`src/rtl/blob_pkg.sv`:
```
// Shared types and constants for the per-frame blob statistics block.
package blob_pkg;

    // Frame-level controller states.
    typedef enum logic [1:0] {
        ACCUM = 2'd0,
        SCAN  = 2'd1,
        EMIT  = 2'd2,
        DONE  = 2'd3
    } blob_state_t;

    // The record carries a generous area field so any AREA_W fits without
    // changing the shared type; the top narrows it onto its output port.
    localparam int REC_AREA_W = 32;

    typedef struct packed {
        logic [15:0]           label;
        logic [10:0]           xmin;
        logic [10:0]           xmax;
        logic [9:0]            ymin;
        logic [9:0]            ymax;
        logic [REC_AREA_W-1:0] area;
    } blob_rec_t;

    // Cleared entry: empty area and an inverted box so the first pixel
    // overwrites both extremes.
    localparam logic [10:0] CLR_XMAX = 11'd0;
    localparam logic [9:0]  CLR_YMAX = 10'd0;

    function automatic logic [10:0] clr_xmin(input int hres);
        return 11'(hres - 1);
    endfunction

    function automatic logic [9:0] clr_ymin(input int vres);
        return 10'(vres - 1);
    endfunction

endpackage

```
`src/rtl/blob_accum_entry.sv`:
```
// One tracked label: bounding box and saturating area, updated by a
// single-cycle read-modify-write so back-to-back hits both count.
module blob_accum_entry
    import blob_pkg::*;
#(
    parameter int HRES   = 320,
    parameter int VRES   = 180,
    parameter int AREA_W = 16
) (
    input  logic              clk_in,
    input  logic              rst_n_in,
    input  logic              hit_in,
    input  logic              clear_in,
    input  logic [10:0]       x_in,
    input  logic [9:0]        y_in,
    output logic [10:0]       xmin_out,
    output logic [10:0]       xmax_out,
    output logic [9:0]        ymin_out,
    output logic [9:0]        ymax_out,
    output logic [AREA_W-1:0] area_out
);

    localparam logic [10:0] CLR_XMIN = clr_xmin(HRES);
    localparam logic [9:0]  CLR_YMIN = clr_ymin(VRES);

    logic [10:0]       xmin_q, xmin_d, xmax_q, xmax_d;
    logic [9:0]        ymin_q, ymin_d, ymax_q, ymax_d;
    logic [AREA_W-1:0] area_q, area_d;

    // Next entry value: clear wins over a hit; otherwise widen box and count.
    always_comb begin
        xmin_d = xmin_q;
        xmax_d = xmax_q;
        ymin_d = ymin_q;
        ymax_d = ymax_q;
        area_d = area_q;
        if (clear_in) begin
            xmin_d = CLR_XMIN;
            xmax_d = CLR_XMAX;
            ymin_d = CLR_YMIN;
            ymax_d = CLR_YMAX;
            area_d = '0;
        end else if (hit_in) begin
            if (x_in < xmin_q) xmin_d = x_in;
            if (x_in > xmax_q) xmax_d = x_in;
            if (y_in < ymin_q) ymin_d = y_in;
            if (y_in > ymax_q) ymax_d = y_in;
            if (area_q != '1) area_d = area_q + AREA_W'(1);
        end
    end

    // Entry registers, reset to the cleared state.
    always_ff @(posedge clk_in or negedge rst_n_in) begin
        if (!rst_n_in) begin
            xmin_q <= CLR_XMIN;
            xmax_q <= CLR_XMAX;
            ymin_q <= CLR_YMIN;
            ymax_q <= CLR_YMAX;
            area_q <= '0;
        end else begin
            xmin_q <= xmin_d;
            xmax_q <= xmax_d;
            ymin_q <= ymin_d;
            ymax_q <= ymax_d;
            area_q <= area_d;
        end
    end

    assign xmin_out = xmin_q;
    assign xmax_out = xmax_q;
    assign ymin_out = ymin_q;
    assign ymax_out = ymax_q;
    assign area_out = area_q;

endmodule

```
`src/rtl/blob_stats.sv`:
```
// Per-frame blob statistics: accumulates box/area per label during the
// frame, then scans the table and emits one record per non-empty label.
module blob_stats
    import blob_pkg::*;
#(
    parameter int HRES        = 320,
    parameter int VRES        = 180,
    parameter int MAX_TRACKED = 16,
    parameter int AREA_W      = $clog2(HRES * VRES + 1)
) (
    input  logic              clk_in,
    input  logic              rst_n_in,
    input  logic [15:0]       label_in,
    input  logic [10:0]       hcount_in,
    input  logic [9:0]        vcount_in,
    input  logic              valid_in,
    output logic              blob_valid_out,
    input  logic              blob_ready_in,
    output logic [15:0]       blob_label_out,
    output logic [10:0]       blob_xmin_out,
    output logic [10:0]       blob_xmax_out,
    output logic [9:0]        blob_ymin_out,
    output logic [9:0]        blob_ymax_out,
    output logic [AREA_W-1:0] blob_area_out,
    output logic              frame_done_out,
    output logic              overflow_out,
    output logic              dropped_out
);

    // Index must reach MAX_TRACKED+1 so the scan can step past the last entry.
    localparam int             IDX_W   = $clog2(MAX_TRACKED + 2);
    localparam logic [IDX_W-1:0] IDX_MAX = IDX_W'(MAX_TRACKED);
    localparam logic [15:0]    MAX_LBL = 16'(MAX_TRACKED);
    localparam logic [10:0]    H_RES   = 11'(HRES);
    localparam logic [9:0]     V_RES   = 10'(VRES);
    localparam logic [10:0]    H_LAST  = 11'(HRES - 1);
    localparam logic [9:0]     V_LAST  = 10'(VRES - 1);

    blob_state_t       state_q, state_d;
    logic [IDX_W-1:0]  idx_q, idx_d;
    logic              ovf_q, ovf_d;
    logic              drop_q, drop_d;

    logic                  accum_px;
    logic                  clear_all;
    logic [MAX_TRACKED:1]  hit;
    logic [10:0]           xmin_a [1:MAX_TRACKED];
    logic [10:0]           xmax_a [1:MAX_TRACKED];
    logic [9:0]            ymin_a [1:MAX_TRACKED];
    logic [9:0]            ymax_a [1:MAX_TRACKED];
    logic [AREA_W-1:0]     area_a [1:MAX_TRACKED];

    logic [10:0]       xmin_sel, xmax_sel;
    logic [9:0]        ymin_sel, ymax_sel;
    logic [AREA_W-1:0] area_sel;
    blob_rec_t         rec;

    // Only in-frame, in-range pixels reach the table; label decode picks the entry.
    assign accum_px  = (state_q == ACCUM) && valid_in &&
                       (hcount_in < H_RES) && (vcount_in < V_RES);
    assign clear_all = (state_q == DONE);

    for (genvar g = 1; g <= MAX_TRACKED; g++) begin : g_entry
        assign hit[g] = accum_px && (label_in == 16'(g));

        blob_accum_entry #(
            .HRES   (HRES),
            .VRES   (VRES),
            .AREA_W (AREA_W)
        ) u_entry (
            .clk_in   (clk_in),
            .rst_n_in (rst_n_in),
            .hit_in   (hit[g]),
            .clear_in (clear_all),
            .x_in     (hcount_in),
            .y_in     (vcount_in),
            .xmin_out (xmin_a[g]),
            .xmax_out (xmax_a[g]),
            .ymin_out (ymin_a[g]),
            .ymax_out (ymax_a[g]),
            .area_out (area_a[g])
        );
    end

    // Select the entry under the scan index; out-of-range index reads as empty.
    always_comb begin
        xmin_sel = '0;
        xmax_sel = '0;
        ymin_sel = '0;
        ymax_sel = '0;
        area_sel = '0;
        for (int i = 1; i <= MAX_TRACKED; i++) begin
            if (idx_q == IDX_W'(i)) begin
                xmin_sel = xmin_a[i];
                xmax_sel = xmax_a[i];
                ymin_sel = ymin_a[i];
                ymax_sel = ymax_a[i];
                area_sel = area_a[i];
            end
        end
    end

    // Frame controller: next state, scan index and sticky frame flags.
    always_comb begin
        state_d = state_q;
        idx_d   = idx_q;
        ovf_d   = ovf_q;
        drop_d  = drop_q;
        case (state_q)
            ACCUM: begin
                if (valid_in && (label_in > MAX_LBL)) ovf_d = 1'b1;
                if (valid_in && (hcount_in == H_LAST) && (vcount_in == V_LAST)) begin
                    state_d = SCAN;
                    idx_d   = IDX_W'(1);
                end
            end
            SCAN: begin
                if (valid_in) drop_d = 1'b1;
                if (idx_q > IDX_MAX) begin
                    state_d = DONE;
                end else if (area_sel == '0) begin
                    idx_d = idx_q + IDX_W'(1);
                end else begin
                    state_d = EMIT;
                end
            end
            EMIT: begin
                if (valid_in) drop_d = 1'b1;
                if (blob_ready_in) begin
                    idx_d   = idx_q + IDX_W'(1);
                    state_d = (idx_q == IDX_MAX) ? DONE : SCAN;
                end
            end
            DONE: begin
                // Flags restart here; a pixel landing on this cycle already
                // belongs to the next frame's drop report.
                state_d = ACCUM;
                idx_d   = '0;
                ovf_d   = 1'b0;
                drop_d  = valid_in;
            end
            default: state_d = ACCUM;
        endcase
    end

    // Controller registers.
    always_ff @(posedge clk_in or negedge rst_n_in) begin
        if (!rst_n_in) begin
            state_q <= ACCUM;
            idx_q   <= '0;
            ovf_q   <= 1'b0;
            drop_q  <= 1'b0;
        end else begin
            state_q <= state_d;
            idx_q   <= idx_d;
            ovf_q   <= ovf_d;
            drop_q  <= drop_d;
        end
    end

    // Output record: driven only in EMIT so idle outputs read as zero.
    always_comb begin
        rec = '0;
        if (state_q == EMIT) begin
            rec.label = 16'(idx_q);
            rec.xmin  = xmin_sel;
            rec.xmax  = xmax_sel;
            rec.ymin  = ymin_sel;
            rec.ymax  = ymax_sel;
            rec.area  = REC_AREA_W'(area_sel);
        end
    end

    assign blob_valid_out = (state_q == EMIT);
    assign blob_label_out = rec.label;
    assign blob_xmin_out  = rec.xmin;
    assign blob_xmax_out  = rec.xmax;
    assign blob_ymin_out  = rec.ymin;
    assign blob_ymax_out  = rec.ymax;
    assign blob_area_out  = AREA_W'(rec.area);
    assign frame_done_out = (state_q == DONE);
    assign overflow_out   = (state_q == DONE) && ovf_q;
    assign dropped_out    = (state_q == DONE) && drop_q;

endmodule

```
`config.mk`:
```
export PLATFORM = sky130hd
export DESIGN_NAME = blob_stats
export DESIGN_NICKNAME = d
export VERILOG_FILES = /design/src/rtl/blob_pkg.sv /design/src/rtl/blob_accum_entry.sv /design/src/rtl/blob_stats.sv
export SDC_FILE = /design/constraint.sdc
export NUM_CORES = 2
export LEC_CHECK = 0
export CAP_MARGIN = 10
export CORE_UTILIZATION = 38
export DETAILED_ROUTE_END_ITERATION = 8
export MAX_ROUTING_LAYER = met4
export PLACE_DENSITY = 0.58
export SETUP_SLACK_MARGIN = 0.3
export SLEW_MARGIN = 5
export SYNTH_ARGS = -nofsm -noshare
export SYNTH_HDL_FRONTEND = slang
export SYNTH_SLANG_ARGS = --single-unit
```
`constraint.sdc`:
```
create_clock -name clk_in -period 4.92 [get_ports clk_in]
set_input_delay 1.476 -clock clk_in [delete_from_list [all_inputs] [get_ports clk_in]]
set_output_delay 1.476 -clock clk_in [all_outputs]
set_load 0.02 [all_outputs]
```
==> flow_metrics.env <==
export IMPL_synth_cell_type_count=90
export IMPL_detailed_placement_hpwl_um=164000
export IMPL_cts_buffers=115
export IMPL_floorplan_core_area_um2=165000
export IMPL_clock_fmax_mhz=192
export IMPL_syn_to_final_growth_pct=24.9
export IMPL_report_final_setup_viol=52
export IMPL_category_of_the_worst_setup_path_capture_point="primary output"
export IMPL_route_vias_total=57200
export IMPL_setup_ws_ps=-293
export IMPL_grt_pass1_vias=55500
export IMPL_fp_dieArea_um2=167000
export IMPL_floorplan_io_pins=119
export IMPL_skew_ps=54.5
export IMPL_grt_use_total_pct=28.1
export IMPL_synth_cells=7068
export IMPL_grt_overflow=0
export IMPL_timing_worst_slew_pin_value_ps=1150
export IMPL_detail_route_vias_per_cell=5.76
export IMPL_ant_nets=0
export IMPL_netlist_area_um2=63000
export IMPL_final_net_count=8348
export IMPL_cts_tree="done"
export IMPL_port_buffers=107
export IMPL_clockBufferDepth=3
export IMPL_route_detailed_wl_per_inst_um=23.7
export IMPL_wire_length_of_the_first_global_routing_pass_um=352000
export IMPL_vdd_drop_max_uv=314
export IMPL_crit_path_start_kind="flip-flop"
export IMPL_cts_htree_levels=3
export IMPL_synthMostInstantiatedCell="nor2_1"
export IMPL_drcViolationCount=0
export IMPL_drive_above_1_share_pct=20.9
export IMPL_gp_routability_congestion=0.976
export IMPL_dpl_cell_count=9579
export IMPL_netlist_top_cell_by_area="dfrtp_1"
export IMPL_initial_antenna_violation_count=5
export IMPL_wirelength_um=235000
export IMPL_slew_limit_headroom_pct=23.2
export IMPL_worst_setup_path_type="flip-flop to primary output"
export IMPL_grt_max_degree=182
export IMPL_floorplan_initialDensity_pct=38.2
export IMPL_postSynthAreaPerCell_um2=8.91
export IMPL_ys_warnings_count=0
export IMPL_path_clk_slew_ps=60
export IMPL_maxCapViolCount=0
export IMPL_first_iter_violations=5407
export IMPL_total_power_mw=25.7
export IMPL_hp_class="flip-flop to flip-flop"
export IMPL_violations="setup timing"
export IMPL_synth_area_top_cells="dfrtp_1 (30%), ha_1 (13%), dfstp_2 (8.0%), mux2i_1 (5.4%), nor2_1 (4.7%)"
export IMPL_async_sr_flop_fraction_pct=100
export IMPL_drv_slew=0
export IMPL_period_needed_ps=5210
export IMPL_insertion_delay_to_the_later_sink_of_the_worst_skew_pair_ps=780
export IMPL_worst_endpoint_arrival_ps=3740
export IMPL_leakagePower_nw=35.8
export IMPL_yosys_register_bits=937
export IMPL_unrepaired_setup_endpoints_after_global_routing="true"
export IMPL_clock_tree_root_cell="clkbuf_16"
export IMPL_crit_fanout=9
export IMPL_hold_viol_final=0
export IMPL_rows=149
export IMPL_width_of_the_die_um=409
export IMPL_drt_pass1_iterations=7
export IMPL_finalNonFillerCells=9934
export IMPL_yosys_most_used_dff="dfrtp_1"
export IMPL_cts_sinks=937
export IMPL_synth_largest_type_area_fraction_pct=29.6
export IMPL_power_density_nw_per_um2=326
export IMPL_synth_sequential_area_ratio_pct=37.6
export IMPL_final_core_density_pct=47.8
export IMPL_run_status="finished, violations left"
export IMPL_worst_ep_required_time_ps=3440
export IMPL_die_h_um=409
export IMPL_synth_cell_count_leaders="nor2_1 (787), dfrtp_1 (745), ha_1 (666), inv_1 (659), a21oi_1 (410)"
export IMPL_timing_final_crit_share_pct=106
export IMPL_finalSetupTns_ps=-8650
export IMPL_number_of_enable_flip_flop_cells_after_synthesis=0
cells by family (layout without fill, tap and decap cells):
logic type,after synthesis,after routing,synth area share [%]
buffers and inverters,1101,1762,6.76
other,1,16,0.00595
AND/OR/NAND/NOR,2121,2122,15.8
AO/OA/AOI/OAI,1693,1693,18.3
multiplexers,342,342,5.44
XOR/XNOR,207,207,2.88
flip-flops,937,937,37.6
adder cells (fa/ha/maj),666,666,13.2
power by group:
part	internal, mW	switching [mW]	leakage [nW]	total (mW)
sequential	7.81	0.0825	12.4	7.89
combinational	3.46	5.32	21.4	8.78
clock	5.32	3.71	1.97	9.03
total	16.6	9.11	35.8	25.7
routing by layer:
metal	GRT usage [%]	vias to the layer above	routed length [um]
li1	-	26400	-
met1	37.5	28200	103000
met2	42.7	2098	106000
met3	3.87	502	16100
met4	11.5	0	10200
met5	-	-	0
flip-flops by register name (all words and copies together) (netlist names):
register	count
ovf_q	1
g_entry.u_entry.xmax_out	176
state_q	2
g_entry.u_entry.area_out	256
g_entry.u_entry.xmin_out	176
g_entry.u_entry.ymin_out	160
drop_q	1
g_entry.u_entry.ymax_out	160
idx_q	5
timing repair:
| action | 4_1_cts | 5_1_grt |
|---|---|---|
| resized for setup | 656 | 257 |
| buffers inserted | 79 | 41 |
| pin swaps | 71 | 91 |
| hold buffers | 0 | 0 |
| setup endpoints to repair | 60 | 68 |
| gates cloned | 7 | 7 |
final cells by class:
class                      instances  area, um2
fill                           15500      86100
inverter                         662       2500
timing repair buffer             884       8430
tap                             2189       2740
sequential                       937      23700
multi-input combinational       5041      37400
clock inverter                    54        613
clock buffer                     162       3360
antenna                            5       12.5
final timing paths:
path,start,end,slack [ps],cells after the start
worst max-delay path,idx_q[1],blob_xmin_out[10],-290,16
worst min-delay path,g_entry[16].u_entry.xmax_out[3],g_entry[16].u_entry.xmax_out[3],520,2
max in group asynchronous,rst_n_in,g_entry[14].u_entry.xmin_out[9],2950,2
worst min register to register,g_entry[16].u_entry.xmax_out[3],g_entry[16].u_entry.xmax_out[3],520,2
worst max register to register,idx_q[0],idx_q[4],20,30
min in group asynchronous,rst_n_in,g_entry[15].u_entry.ymax_out[3],730,1
placed cells by master, fill, tap and decap left out, drive strengths merged, types with 292 or more instances in the layout:
master | synthesis | layout
nor2 | 787 | 787
nand2 | 384 | 384
dfrtp | 745 | 745
inv | 662 | 663
o21ai | 292 | 292
a21oi | 410 | 410
mux2i | 341 | 341
buf | 88 | 849
nor3 | 343 | 343
ha | 666 | 666
worst max-delay path: stages, from the launching register on:
cell	delay [ps]
dfrtp_2	470
inv_4	100
ha_4	170
inv_4	40
nor4b_4	330
buf_12	200
buf_12	130
clkbuf_16	160
a22oi_1	70
o211ai_1	230
o21ai_1	150
nor2_1	130
a21oi_1	80
o21ai_2	180
a21oi_2	120
o22ai_4	220
buf_6	160
stage by stage:
| step | area (um2) | hold slack (ps) | setup slack [ps] |
|---|---|---|---|
| 2_1_floorplan | 63100 | 477 | 282 |
| 3_3_place_gp | 71100 | 498 | -146 |
| 3_5_place_dp | 71100 | 503 | -194 |
| 4_1_cts | 77300 | 519 | -357 |
| 5_1_grt | 78700 | 533 | -427 |
| 6_report | 78700 | 520 | -293 |
No activity file was read; power rests on OpenSTA's default activity.
